File: src/rtl/call_stack_pkg.sv
// ---------------------------------------------------------------------------
// call_stack_pkg : shared state, trap and value-type codes for the call stack
// Revision 1.0
// ---------------------------------------------------------------------------
`default_nettype none

package call_stack_pkg;

  typedef enum logic [1:0] {
    ST_IDLE = 2'd0,
    ST_READ = 2'd1,
    ST_TRAP = 2'd2
  } cs_state_t;

  localparam logic [3:0] TRAP_NONE                 = 4'd0;
  localparam logic [3:0] TRAP_CALL_STACK_EXHAUSTED = 4'd5;
  localparam logic [3:0] TRAP_CALL_STACK_UNDERFLOW = 4'd6;

  localparam logic [1:0] TYPE_I32 = 2'd0;
  localparam logic [1:0] TYPE_I64 = 2'd1;
  localparam logic [1:0] TYPE_F32 = 2'd2;
  localparam logic [1:0] TYPE_F64 = 2'd3;

endpackage

`default_nettype wire

File: src/rtl/call_stack_if.sv
// ---------------------------------------------------------------------------
// call_stack_if : push/pop handshake and status bundle of the call stack
// Revision 1.0
// ---------------------------------------------------------------------------
`default_nettype none

interface call_stack_if #(
  parameter int ROM_ADDR   = 4,
  parameter int STACK_ADDR = 8,
  parameter int DEPTH_LOG2 = 4
);
  logic                  call_valid;
  logic                  call_ready;
  logic [ROM_ADDR-1:0]   call_pc;
  logic [STACK_ADDR-1:0] call_sp;
  logic                  call_arity;
  logic [1:0]            call_type;
  logic                  ret_valid;
  logic                  ret_ready;
  logic                  frame_valid;
  logic [ROM_ADDR-1:0]   frame_pc;
  logic [STACK_ADDR-1:0] frame_sp;
  logic                  frame_arity;
  logic [1:0]            frame_type;
  logic [DEPTH_LOG2:0]   depth;
  logic                  empty;
  logic                  full;
  logic [3:0]            trap;

  modport master (
    output call_valid, call_pc, call_sp, call_arity, call_type, ret_valid,
    input  call_ready, ret_ready, frame_valid, frame_pc, frame_sp,
           frame_arity, frame_type, depth, empty, full, trap
  );

  modport slave (
    input  call_valid, call_pc, call_sp, call_arity, call_type, ret_valid,
    output call_ready, ret_ready, frame_valid, frame_pc, frame_sp,
           frame_arity, frame_type, depth, empty, full, trap
  );
endinterface

`default_nettype wire

File: src/rtl/call_stack_frame_ram.sv
// ---------------------------------------------------------------------------
// frame_ram : simple dual-port frame storage, synchronous write and read
// Revision 1.0
// ---------------------------------------------------------------------------
`default_nettype none

module frame_ram #(
  parameter int WIDTH      = 15,
  parameter int DEPTH_LOG2 = 4
) (
  input  logic                  clk,
  input  logic                  we,
  input  logic [DEPTH_LOG2-1:0] waddr,
  input  logic [WIDTH-1:0]      wdata,
  input  logic                  re,
  input  logic [DEPTH_LOG2-1:0] raddr,
  output logic [WIDTH-1:0]      rdata
);
  logic [WIDTH-1:0] mem [2**DEPTH_LOG2];

  // No reset on storage or read register so the array maps onto block RAM.
  always_ff @(posedge clk) begin
    if (we) mem[waddr] <= wdata;
    if (re) rdata <= mem[raddr];
  end
endmodule

`default_nettype wire

File: src/rtl/call_stack.sv
// ---------------------------------------------------------------------------
// call_stack : WebAssembly call-frame stack with tail calls and trapping
// Revision 1.0
// ---------------------------------------------------------------------------
`default_nettype none

module call_stack
  import call_stack_pkg::*;
#(
  parameter int ROM_ADDR   = 4,
  parameter int STACK_ADDR = 8,
  parameter int DEPTH_LOG2 = 4
) (
  input logic        clk,
  input logic        reset,
  call_stack_if.slave bus
);
  localparam int FRAME_W = ROM_ADDR + STACK_ADDR + 3;
  localparam logic [DEPTH_LOG2:0] DEPTH_MAX = {1'b1, {DEPTH_LOG2{1'b0}}};

  cs_state_t             state;
  logic [DEPTH_LOG2:0]   depth_q;
  logic                  ready_q;
  logic                  frame_valid_q;
  logic [ROM_ADDR-1:0]   frame_pc_q;
  logic [STACK_ADDR-1:0] frame_sp_q;
  logic                  frame_arity_q;
  logic [1:0]            frame_type_q;
  logic [3:0]            trap_q;

  logic                  is_idle, is_empty, is_full;
  logic                  do_call, do_tail, do_pop;
  logic [DEPTH_LOG2-1:0] top_idx;
  logic [FRAME_W-1:0]    wdata, rdata;

  assign is_idle  = (state == ST_IDLE);
  assign is_empty = (depth_q == '0);
  assign is_full  = (depth_q == DEPTH_MAX);
  assign top_idx  = depth_q[DEPTH_LOG2-1:0] - 1'b1;

  assign do_call = is_idle && bus.call_valid && !bus.ret_valid && !is_full;
  assign do_tail = is_idle && bus.call_valid &&  bus.ret_valid && !is_empty;
  assign do_pop  = is_idle && bus.ret_valid  && !bus.call_valid && !is_empty;
  assign wdata   = {bus.call_pc, bus.call_sp, bus.call_arity, bus.call_type};

  frame_ram #(
    .WIDTH      (FRAME_W),
    .DEPTH_LOG2 (DEPTH_LOG2)
  ) u_frame_ram (
    .clk   (clk),
    .we    (do_call || do_tail),
    .waddr (do_tail ? top_idx : depth_q[DEPTH_LOG2-1:0]),
    .wdata (wdata),
    .re    (do_pop),
    .raddr (top_idx),
    .rdata (rdata)
  );

  always_ff @(posedge clk) begin
    if (!reset) begin
      state         <= ST_IDLE;
      depth_q       <= '0;
      ready_q       <= 1'b1;
      frame_valid_q <= 1'b0;
      frame_pc_q    <= '0;
      frame_sp_q    <= '0;
      frame_arity_q <= 1'b0;
      frame_type_q  <= '0;
      trap_q        <= TRAP_NONE;
    end else begin
      frame_valid_q <= 1'b0;
      case (state)
        ST_IDLE: begin
          if (bus.call_valid && !bus.ret_valid) begin
            if (is_full) begin
              trap_q  <= TRAP_CALL_STACK_EXHAUSTED;
              state   <= ST_TRAP;
              ready_q <= 1'b0;
            end else begin
              depth_q <= depth_q + 1'b1;
            end
          end else if (bus.ret_valid) begin
            // A tail call on a live stack only rewrites the top frame in the RAM.
            if (is_empty) begin
              trap_q  <= TRAP_CALL_STACK_UNDERFLOW;
              state   <= ST_TRAP;
              ready_q <= 1'b0;
            end else if (!bus.call_valid) begin
              state   <= ST_READ;
              ready_q <= 1'b0;
            end
          end
        end
        ST_READ: begin
          {frame_pc_q, frame_sp_q, frame_arity_q, frame_type_q} <= rdata;
          frame_valid_q <= 1'b1;
          depth_q       <= depth_q - 1'b1;
          state         <= ST_IDLE;
          ready_q       <= 1'b1;
        end
        ST_TRAP: begin
          ready_q <= 1'b0;
        end
        default: begin
          state   <= ST_TRAP;
          ready_q <= 1'b0;
        end
      endcase
    end
  end

  assign bus.call_ready  = ready_q;
  assign bus.ret_ready   = ready_q;
  assign bus.frame_valid = frame_valid_q;
  assign bus.frame_pc    = frame_pc_q;
  assign bus.frame_sp    = frame_sp_q;
  assign bus.frame_arity = frame_arity_q;
  assign bus.frame_type  = frame_type_q;
  assign bus.depth       = depth_q;
  assign bus.empty       = is_empty;
  assign bus.full        = is_full;
  assign bus.trap        = trap_q;
endmodule

`default_nettype wire
File: src/flat_wrapper.sv
// flat-port wrapper written by rule: the top's interface ports become plain ports
module call_stack_flat import call_stack_pkg::*;
#(
  parameter int ROM_ADDR   = 4,
  parameter int STACK_ADDR = 8,
  parameter int DEPTH_LOG2 = 4
)
  (clk, reset, bus_call_valid, bus_call_pc, bus_call_sp, bus_call_arity, bus_call_type, bus_ret_valid, bus_call_ready, bus_ret_ready, bus_frame_valid, bus_frame_pc, bus_frame_sp, bus_frame_arity, bus_frame_type, bus_depth, bus_empty, bus_full, bus_trap);
  call_stack_if #(.ROM_ADDR(ROM_ADDR), .STACK_ADDR(STACK_ADDR), .DEPTH_LOG2(DEPTH_LOG2)) bus_i ();
  input logic clk;
  input logic reset;
  input wire logic [$bits(bus_i.call_valid)-1:0] bus_call_valid;
  input wire logic [$bits(bus_i.call_pc)-1:0] bus_call_pc;
  input wire logic [$bits(bus_i.call_sp)-1:0] bus_call_sp;
  input wire logic [$bits(bus_i.call_arity)-1:0] bus_call_arity;
  input wire logic [$bits(bus_i.call_type)-1:0] bus_call_type;
  input wire logic [$bits(bus_i.ret_valid)-1:0] bus_ret_valid;
  output wire logic [$bits(bus_i.call_ready)-1:0] bus_call_ready;
  output wire logic [$bits(bus_i.ret_ready)-1:0] bus_ret_ready;
  output wire logic [$bits(bus_i.frame_valid)-1:0] bus_frame_valid;
  output wire logic [$bits(bus_i.frame_pc)-1:0] bus_frame_pc;
  output wire logic [$bits(bus_i.frame_sp)-1:0] bus_frame_sp;
  output wire logic [$bits(bus_i.frame_arity)-1:0] bus_frame_arity;
  output wire logic [$bits(bus_i.frame_type)-1:0] bus_frame_type;
  output wire logic [$bits(bus_i.depth)-1:0] bus_depth;
  output wire logic [$bits(bus_i.empty)-1:0] bus_empty;
  output wire logic [$bits(bus_i.full)-1:0] bus_full;
  output wire logic [$bits(bus_i.trap)-1:0] bus_trap;
  assign bus_i.call_valid = bus_call_valid;
  assign bus_i.call_pc = bus_call_pc;
  assign bus_i.call_sp = bus_call_sp;
  assign bus_i.call_arity = bus_call_arity;
  assign bus_i.call_type = bus_call_type;
  assign bus_i.ret_valid = bus_ret_valid;
  assign bus_call_ready = bus_i.call_ready;
  assign bus_ret_ready = bus_i.ret_ready;
  assign bus_frame_valid = bus_i.frame_valid;
  assign bus_frame_pc = bus_i.frame_pc;
  assign bus_frame_sp = bus_i.frame_sp;
  assign bus_frame_arity = bus_i.frame_arity;
  assign bus_frame_type = bus_i.frame_type;
  assign bus_depth = bus_i.depth;
  assign bus_empty = bus_i.empty;
  assign bus_full = bus_i.full;
  assign bus_trap = bus_i.trap;
  call_stack #(.ROM_ADDR(ROM_ADDR), .STACK_ADDR(STACK_ADDR), .DEPTH_LOG2(DEPTH_LOG2)) u_core (.clk(clk), .reset(reset), .bus(bus_i));
endmodule
File: config.mk
export PLATFORM = sky130hd
export DESIGN_NAME = call_stack_flat
export DESIGN_NICKNAME = d
export VERILOG_FILES = /design/src/rtl/call_stack_pkg.sv /design/src/rtl/call_stack_if.sv /design/src/rtl/call_stack_frame_ram.sv /design/src/rtl/call_stack.sv /design/src/flat_wrapper.sv
export SDC_FILE = /design/constraint.sdc
export NUM_CORES = 1
export LEC_CHECK = 0
export CAP_MARGIN = 20
export CORE_MARGIN = 2
export CORE_UTILIZATION = 65
export DETAILED_ROUTE_END_ITERATION = 10
export GPL_ROUTABILITY_DRIVEN = 0
export GPL_TIMING_DRIVEN = 0
export PLACE_DENSITY = 0.92
export RECOVER_POWER = 100
export SKIP_CTS_REPAIR_TIMING = 1
export SYNTH_ARGS = -nofsm -noshare
export SYNTH_HDL_FRONTEND = slang
export SYNTH_SLANG_ARGS = --single-unit
File: constraint.sdc
create_clock -name clk -period 7 [get_ports clk]
set_input_delay 0.7 -clock clk [delete_from_list [all_inputs] [get_ports clk]]
set_output_delay 0.7 -clock clk [all_outputs]
set_load 0.05 [all_outputs]
* Word level (Yosys, flattened, before mapping)
Memories as Yosys holds them, arrays and structs flattened. A register that Yosys moved wholly into a read port is not among the register bits.
Cells that the tools add are included.
** Cells by class
- Multiplexer cells :: 23
- Reduce and logical (&&, ||, !) cells :: 23
- Bitwise logic cells :: 1
- $add $sub $neg :: 3
- Equal/unequal tests :: 9
** Operators by type and width (number)
- 4-bit two-way mux :: 5
- 2-bit two-way mux :: 5
- 5-bit two-way mux :: 2
- 5-bit case mux with 2 select lines :: 1
- 1-bit logical AND :: 9
- 1-bit two-way mux :: 8
- 4-bit AND reduction :: 2
- 3-bit inequality test (second input constant) :: 2
- 2-bit case mux with 3 select lines :: 1
- 3-bit AND reduction :: 2
- 2-bit nonzero test :: 3
- 5-bit by 1-bit adder with 5-bit output (second input constant) :: 1
- 5-bit equality test (second input constant) :: 1
- 5-bit logical NOT :: 1
- 5-bit by 1-bit subtractor with 5-bit output (second input constant) :: 1
- 1-bit logical NOT :: 4
- 2-bit inequality test (second input constant) :: 2
- 4-bit inequality test (second input constant) :: 1
- 4-bit by 1-bit subtractor with 4-bit output (second input constant) :: 1
- 2-bit by 1-bit equality test with 1-bit output (second input constant) :: 1
- 2-bit equality test (second input constant) :: 1
- 2-bit logical NOT :: 1
- 2-bit by 1-bit inequality test with 1-bit output (second input constant) :: 1
- 1-bit case mux with 2 select lines :: 1
- 2 further kinds :: 2
** Storage, ports and cells
- Memories kept :: 1
- RAM bits :: 240
- Word-level logic and storage cells :: 69
- Register bits after elaboration :: 28
- Output and inout port bits :: 29
- Bits of input ports :: 19
** Memories
- u_core.u_frame_ram.mem :: words 16, width 15, read ports 1, clocked after memory_dff 1, write ports 1, RTL line call_stack_frame_ram.sv:19 : logic [WIDTH-1:0] mem [2**DEPTH_LOG2];

* Logic depth before layout (Yosys ltp)
Gate-level depths: netlist (run 1).
- Word-level depth :: 7
- Depth in mapped cells :: 10
- Mapped depth without buffers :: 9

* Cells and area by module
Synthesis (run 1) repeated with hierarchy kept, for this count alone.
** Second synthesis, totals
- Cell total of the unflattened synthesis :: 564
- Area, all modules :: 10964.3 µm²
** Modules (own cells, without submodules)
- frame_ram :: seq. area each 7657.3 µm², area an instance 9596.7 µm², times used 1, cells each 406
- call_stack :: seq. area each 540.5 µm², area an instance 1367.6 µm², times used 1, cells each 158

* Least setup slack after synthesis (run 1)
No wires, ideal clock.
- Path type :: register -> register
- Start :: register u_core.depth_q[0], in the netlist u_core.bus.depth[0]
- End :: memory u_core.u_frame_ram.mem[6][0], enable pin
- Required time :: 6614 ps
- Library setup time :: 386 ps
- Data arrival time :: 3379 ps
- Cell stages (with the launch flop) :: 11
- Period minus slack after synthesis :: 3765 ps
- Buffers on the path :: 3
- Setup slack :: 3235 ps
- Cell sequence :: dfxtp_1 -> buf_6 -> buf_4 -> buf_2 -> inv_1 -> ha_1 -> nor4b_4 -> nor3_1 -> xor2_1 -> nand2b_1 -> nor2_1
** On the way
- Elaborated cells on any way between the ends :: 11
- Those cells by class :: add/sub (1); eq/ne (1); mux (3); reduce/logical (6)
** RTL lines
- start: declaration :: RTL line call_stack.sv:22 : logic [DEPTH_LOG2:0] depth_q;
- start signal: assignment :: RTL line call_stack.sv:80 : depth_q <= depth_q + 1'b1;
- start signal: assignment :: RTL line call_stack.sv:97 : depth_q <= depth_q - 1'b1;
- 4-bit by 1-bit subtractor with 4-bit output :: RTL line call_stack.sv:39 : assign top_idx = depth_q[DEPTH_LOG2-1:0] - 1'b1;
- named net u_core.top_idx[0] :: RTL line call_stack.sv:33 : logic [DEPTH_LOG2-1:0] top_idx;
- 4-bit two-way mux :: RTL line call_stack.sv:52 : .waddr (do_tail ? top_idx : depth_q[DEPTH_LOG2-1:0]),
- end: declaration :: RTL line call_stack_frame_ram.sv:19
The timed path passes the listed nets, and every way through them passes these cells.

* Final worst setup path (run 1)
- Start :: register u_core.depth_q[0], in the netlist u_core.bus.depth[0]
- End :: output bus_empty
** On the way
- Cells in the longest elaborated chain, start to end :: 1
** RTL lines
- 5-bit logical NOT :: RTL line call_stack.sv:37 : assign is_empty = (depth_q == '0);
- end: declaration :: RTL line flat_wrapper.sv:26 : output wire logic [$bits(bus_i.empty)-1:0] bus_empty;
Every way passes these cells.

==> results of run 1 <==
==> flip-flops by register name (all words and copies together), names as in the netlist, 2 cells and up <==
signal                    count
u_core.u_frame_ram.rdata     15
u_core.bus.depth              5
u_core.state                  2
u_core.bus.trap               3
u_core.bus.frame_pc           4
u_core.u_frame_ram.mem      240
u_core.bus.frame_type         2
u_core.bus.frame_sp           8
==> routing by layer <==
metal	routed length (um)	vias up	track usage [%]	part of all wire (%)
met3	2200	66	4.69	8.8
met1	8970	3106	38.5	36
li1	-	2493	-	-
met4	768	0	9.94	3.1
met5	0	-	0	0
met2	13100	438	49.6	52
==> cell type report <==
type | count | area share, %
flip-flops and latches | 282 | 64.4
multi-input cells | 264 | 20.9
clock buffers | 37 | 5.92
repair buffers | 47 | 3.64
well taps | 220 | 2.16
clock inverters | 15 | 1.65
plain buffers | 31 | 1.16
inverters | 7 | 0.206
==> worst paths after layout <==
path                     startpoint  cells past startpoint                            to
max             u_core.bus.depth[0]                      7                     bus_empty
min          u_core.bus.frame_pc[0]                      2        u_core.bus.frame_pc[0]
max reg2reg     u_core.bus.depth[0]                     10  u_core.u_frame_ram.rdata[10]
min reg2reg  u_core.bus.frame_pc[0]                      2        u_core.bus.frame_pc[0]
==> synthesized netlist by cell type, drive strengths merged, types with 4 or more instances <==
cell type / instances / area, um^2
a211oi: 15 / 113
a21boi: 4 / 30.0
a21oi: 30 / 150
a31oi: 6 / 58.8
buf: 21 / 125
clkbuf: 10 / 37.5
dfxtp: 27 / 541
edfxtp: 255 / 7660
ha: 5 / 62.6
inv: 6 / 22.5
mux2i: 17 / 170
mux4: 60 / 1350
nand2: 40 / 153
nand2b: 4 / 25.0
nor2: 19 / 71.3
nor2b: 18 / 113
nor3: 7 / 40.0
xor2: 5 / 51.3
==> worst max-delay path: stages (launching register included) <==
cell and delay, ns:
dfxtp_1 0.32, clkbuf_1 0.24, clkbuf_1 0.44, clkbuf_1 0.41, inv_1 0.28, ha_1 0.24, nor4b_1 1.07, dlygate4sd3_1 1.00
==> cells by family after synthesis <==
family / after synthesis / share of synthesized area [%]
compound gates: 68 / 4.05
xor+xnor: 6 / 0.543
fa+ha+maj: 6 / 0.747
buf+inv: 38 / 1.71
flops: 282 / 74.1
mux: 77 / 13.8
other cells: 1 / 0.0339
simple gates: 106 / 5.03
==> layout by cell type (no fill, tap or decap), drive strengths merged, types with 6 or more instances in the layout <==
cell type      n
nor2b         18
a211oi        15
a31oi          6
dfxtp         27
nand2         40
buf           15
clkinv        10
edfxtp       255
mux2i         17
nor3           7
a21oi         30
inv            6
nor2          19
dlygate4sd3   43
mux4          60
clkbuf        54
==> power by group through the flow <==
stage               registers (mW)  clock network (mW)  logic (mW)
finish                        1.88                1.55       0.390
CTS                           1.88                1.56       0.398
global placement              1.91                   0       0.368
global route                  1.88                1.61       0.411
detailed placement            1.91                   0       0.387
floorplan                     1.92                   0       0.244
==> impl_metrics.json, run 1 <==
{
  "synth-seq-cells": 282,
  "syn_avg_cell_area_um2": 18.9,
  "min_period_over_period_pct": 74.8,
  "grt_max_degree": 17,
  "insertion_delay_ns": 0.54,
  "p_clk_share_pct": 40.7,
  "root_buffer": "clkbuf_16",
  "skew_ns": 0.0273,
  "synthCells": 584,
  "power_switching_mw": 0.861,
  "finalWirelength_mm": 25.0,
  "start_util_pct": 66.7,
  "async_flop_share_pct": 0,
  "finalHoldViolCount": 0,
  "regToRegSetupSlack_ns": 1.88,
  "wire_per_inst_um": 27.7,
  "synth.cell_area_um2": 11100,
  "cap_violations": 0,
  "drive_above_1_share_pct": 20.2,
  "final_antenna_net_count": 0,
  "final_nets": 686,
  "clockBufferDepth": 3,
  "grt_pass1_vias": 6194,
  "cts_num_sinks": 282,
  "dp_slack_ns": 3.13,
  "cts_htree_levels": 1,
  "clkTransAtPathRegs_ns": 0.06,
  "p_comb_share_pct": 10.2,
  "final.setup.tns_ns": 0,
  "yosysUniqueCellTypes": 51,
  "tightestPinTransition_ns": 1.33,
  "dpl_cell_area_um2": 11900,
  "ir_worst_vdd_v": 0.000225,
  "status": "finished clean",
  "leakagePower_nw": 4.10,
  "drtIter0Drc": 785,
  "drc_errors": 0,
  "fp.dieW_um": 134,
  "vias": 6103,
  "setup_slack_ns": 1.76,
  "port_buffers": 46,
  "setup_viol": 0,
  "p_sw_share_pct": 22.6,
  "fmax_mhz": 191,
  "dr.pass1.iters": 5,
  "final_cells": 903,
  "fin_crit_ns": 5.24,
  "hold_path.class": "reg -> reg",
  "cp_data_required_time_ns": 6.30,
  "fin_util_pct": 76.8,
  "power_density_nw_per_um2": 300,
  "die_height_um": 134,
  "hold-worst-slack_ns": 0.465,
  "overflow": 0,
  "ios": 48,
  "multi_input_area_um2": 2660,
  "crit_type": "reg -> out",
  "seq_area_um2": 8200,
  "num_rows": 47,
  "num_antenna_cells": 0,
  "grt_use_total_pct": 28.9,
  "mappedNetlistNets": 609,
  "ys.flop_type": "edfxtp_1",
  "grt_pass1_wl_mm": 37.8,
  "numCtsBuffers": 28,
  "core_um2": 16600,
  "cp-start-kind": "flop",
  "arrival_ns": 4.54,
  "antenna_found_initial": 0,
  "syn2layout_area_growth_pct": 15.2,
  "dp_hpwl_mm": 14.7,
  "p_seq_share_pct": 49.1,
  "viasPerCell": 6.76,
  "slew_violations": 0,
  "p_int_mw": 2.96,
  "place_inst": 851,
  "tritoncts": "done",
  "stdcell_area_um2": 12700,
  "slew_headroom_pct": 9.94,
  "critPathMaxFanout": 10,
  "synth-edff-count": 255,
  "critPathCaptureType": "output pin",
  "fillers": 848,
  "synth-seq-area-share_pct": 74.1,
  "grt_setup_unrepaired": "no",
  "die_area_um2": 18100,
  "yosysWarnings": 0,
  "power_mw": 3.82
}
No activity file was read; power rests on OpenSTA's default activity.
==> run 2, diff against run 1 <==
CORE_UTILIZATION = 60   (was 65)
PLACE_DENSITY = 0.86   (was 0.92)
clock period = 5.4 ns   (was 7 ns; I/O delays follow)
==> run 2 against run 1 <==
The flow now finishes with violations (capacitance limit, slew limit). Critical endpoint is now u_core.u_frame_ram.mem[13][5]. Sequential share of layout area down 0.10 points. Sequential power grew 29%. Total power is 28% higher. Combinational power grew 32%. Count of clock-buffer cells in the layout fell by 6. Critical path type is now reg -> reg. Routed wire length down 0.20%. Clock skew is 0.016 ns lower. First-iteration DRC count is 29% lower. Highest routed layer unchanged. Global-route usage fell by 3.0 points. Via count decreased by 0.61%. Sequential cell count unchanged.
==> impl_metrics.json, run 2 (same netlist as run 1, synthesis figures left out) <==
{
  "critPathCaptureType": "flop",
  "start_util_pct": 61.4,
  "overflow": 0,
  "grt_pass1_vias": 6224,
  "power_density_nw_per_um2": 384,
  "slew_headroom_pct": -7.42,
  "r2r_cells": 11,
  "largest_register_ff_count": 240,
  "core_um2": 18000,
  "power_switching_mw": 1.14,
  "cp-start-kind": "flop",
  "cts_num_sinks": 282,
  "skew_ns": 0.0111,
  "grt_use_total_pct": 25.9,
  "finalWirelength_mm": 24.9,
  "p_int_mw": 3.76,
  "power_mw": 4.89,
  "drive_above_1_share_pct": 19.4,
  "clockBufferDepth": 3,
  "root_buffer": "clkbuf_16",
  "grt_max_degree": 17,
  "leakagePower_nw": 4.12,
  "grt_pass1_wl_mm": 37.4,
  "die_area_um2": 19500,
  "tritoncts": "done",
  "ir_worst_vdd_v": 0.000304,
  "fp.dieW_um": 140,
  "min_period_over_period_pct": 84.8,
  "die_height_um": 140,
  "fillers": 1044,
  "p_sw_share_pct": 23.2,
  "drc_errors": 0,
  "cts_htree_levels": 1,
  "syn2layout_area_growth_pct": 15.4,
  "cp_data_required_time_ns": 5.57,
  "port_buffers": 46,
  "dr.pass1.iters": 5,
  "fin_crit_ns": 4.58,
  "insertion_delay_ns": 0.55,
  "viasPerCell": 6.60,
  "regMostFlops": "u_core.u_frame_ram.mem",
  "critPathMaxFanout": 10,
  "hold_path.class": "reg -> reg",
  "fmax_mhz": 218,
  "drtIter0Drc": 556,
  "crit_type": "reg -> reg",
  "numCtsBuffers": 28,
  "final_antenna_net_count": 0,
  "cap_violations": 2,
  "p_comb_share_pct": 10.5,
  "setup_viol": 0,
  "tightestPinTransition_ns": 1.61,
  "grt_setup_unrepaired": "no",
  "vias": 6066,
  "finalHoldViolCount": 0,
  "final_nets": 693,
  "antenna_found_initial": 1,
  "wire_per_inst_um": 27.1,
  "num_rows": 49,
  "p_clk_share_pct": 39.8,
  "final_cell_mix": "255 x edfxtp_1, 60 x mux4_2, 43 x dlygate4sd3_1",
  "status": "finished with violations",
  "ios": 48,
  "hold_depth": 2,
  "arrival_ns": 4.75,
  "final.setup.tns_ns": 0,
  "clkTransAtPathRegs_ns": 0.07,
  "slew_violations": 32,
  "p_seq_share_pct": 49.7,
  "dp_hpwl_mm": 15.7,
  "layout_commonest_cell": "edfxtp_1",
  "violations": "capacitance limit, slew limit"
}
-- run 2: per-layer routing --
| layer | wire [um] | GRT usage [%] | up-vias |
|---|---|---|---|
| met3 | 1930 | 4.51 | 78 |
| li1 | - | - | 2501 |
| met2 | 12800 | 43.0 | 364 |
| met1 | 9220 | 34.8 | 3123 |
| met5 | 0 | 0 | - |
| met4 | 1020 | 10.2 | 0 |
-- run 2: path summary, 6_finish.rpt --
check / startpoint / slack [ns] / endpoint
worst max-delay path: u_core.bus.depth[0] / 0.82 / u_core.u_frame_ram.mem[13][5]
worst min-delay path: u_core.bus.frame_pc[0] / 0.46 / u_core.bus.frame_pc[0]
worst max register to register: u_core.bus.depth[0] / 0.82 / u_core.u_frame_ram.mem[13][5]
worst min register to register: u_core.bus.frame_pc[0] / 0.46 / u_core.bus.frame_pc[0]
-- run 2: power groups by stage --
| stage | logic, mW | clock network [mW] | registers [mW] |
|---|---|---|---|
| global placement | 0.487 | 0 | 2.47 |
| floorplan | 0.317 | 0 | 2.49 |
| global route | 0.543 | 2.04 | 2.43 |
| detailed placement | 0.514 | 0 | 2.48 |
| finish | 0.516 | 1.95 | 2.43 |
| CTS | 0.522 | 1.96 | 2.43 |
-- run 2: area by class of cell --
class / instances / area (um^2) / area share, %
sequential: 282 / 8200 / 64.3
multi-input combinational: 264 / 2650 / 20.8
clock buffer: 31 / 712 / 5.58
timing repair buffer: 54 / 505 / 3.96
tap: 229 / 287 / 2.25
clock inverter: 20 / 213 / 1.67
buffer: 31 / 160 / 1.26
inverter: 7 / 26.3 / 0.206
antenna: 1 / 2.50 / 0.0196
-- run 2: critical path: stages, from the launching register on --
cell and delay (ns):
dfxtp_1 0.35, buf_6 0.14, buf_4 0.24, clkbuf_1 0.47, inv_1 0.26, ha_1 0.47
buf_2 0.32, buf_2 0.36, and3_1 0.24, a31oi_1 0.12, nor2_1 0.64, clkbuf_1 0.56
-- run 2: stage by stage --
stage	worst slack [ns]	instances	utilization [%]	area, um^2	hold WS, ns
2_1_floorplan	1.63	584	-	11100	0.471
3_3_place_gp	1.24	859	65.5	11800	0.447
3_5_place_dp	1.53	867	66.2	11900	0.453
4_1_cts	1.42	918	71.4	12900	0.462
5_1_grt	0.587	919	70.8	12800	0.467
6_report	0.819	919	70.8	12800	0.461
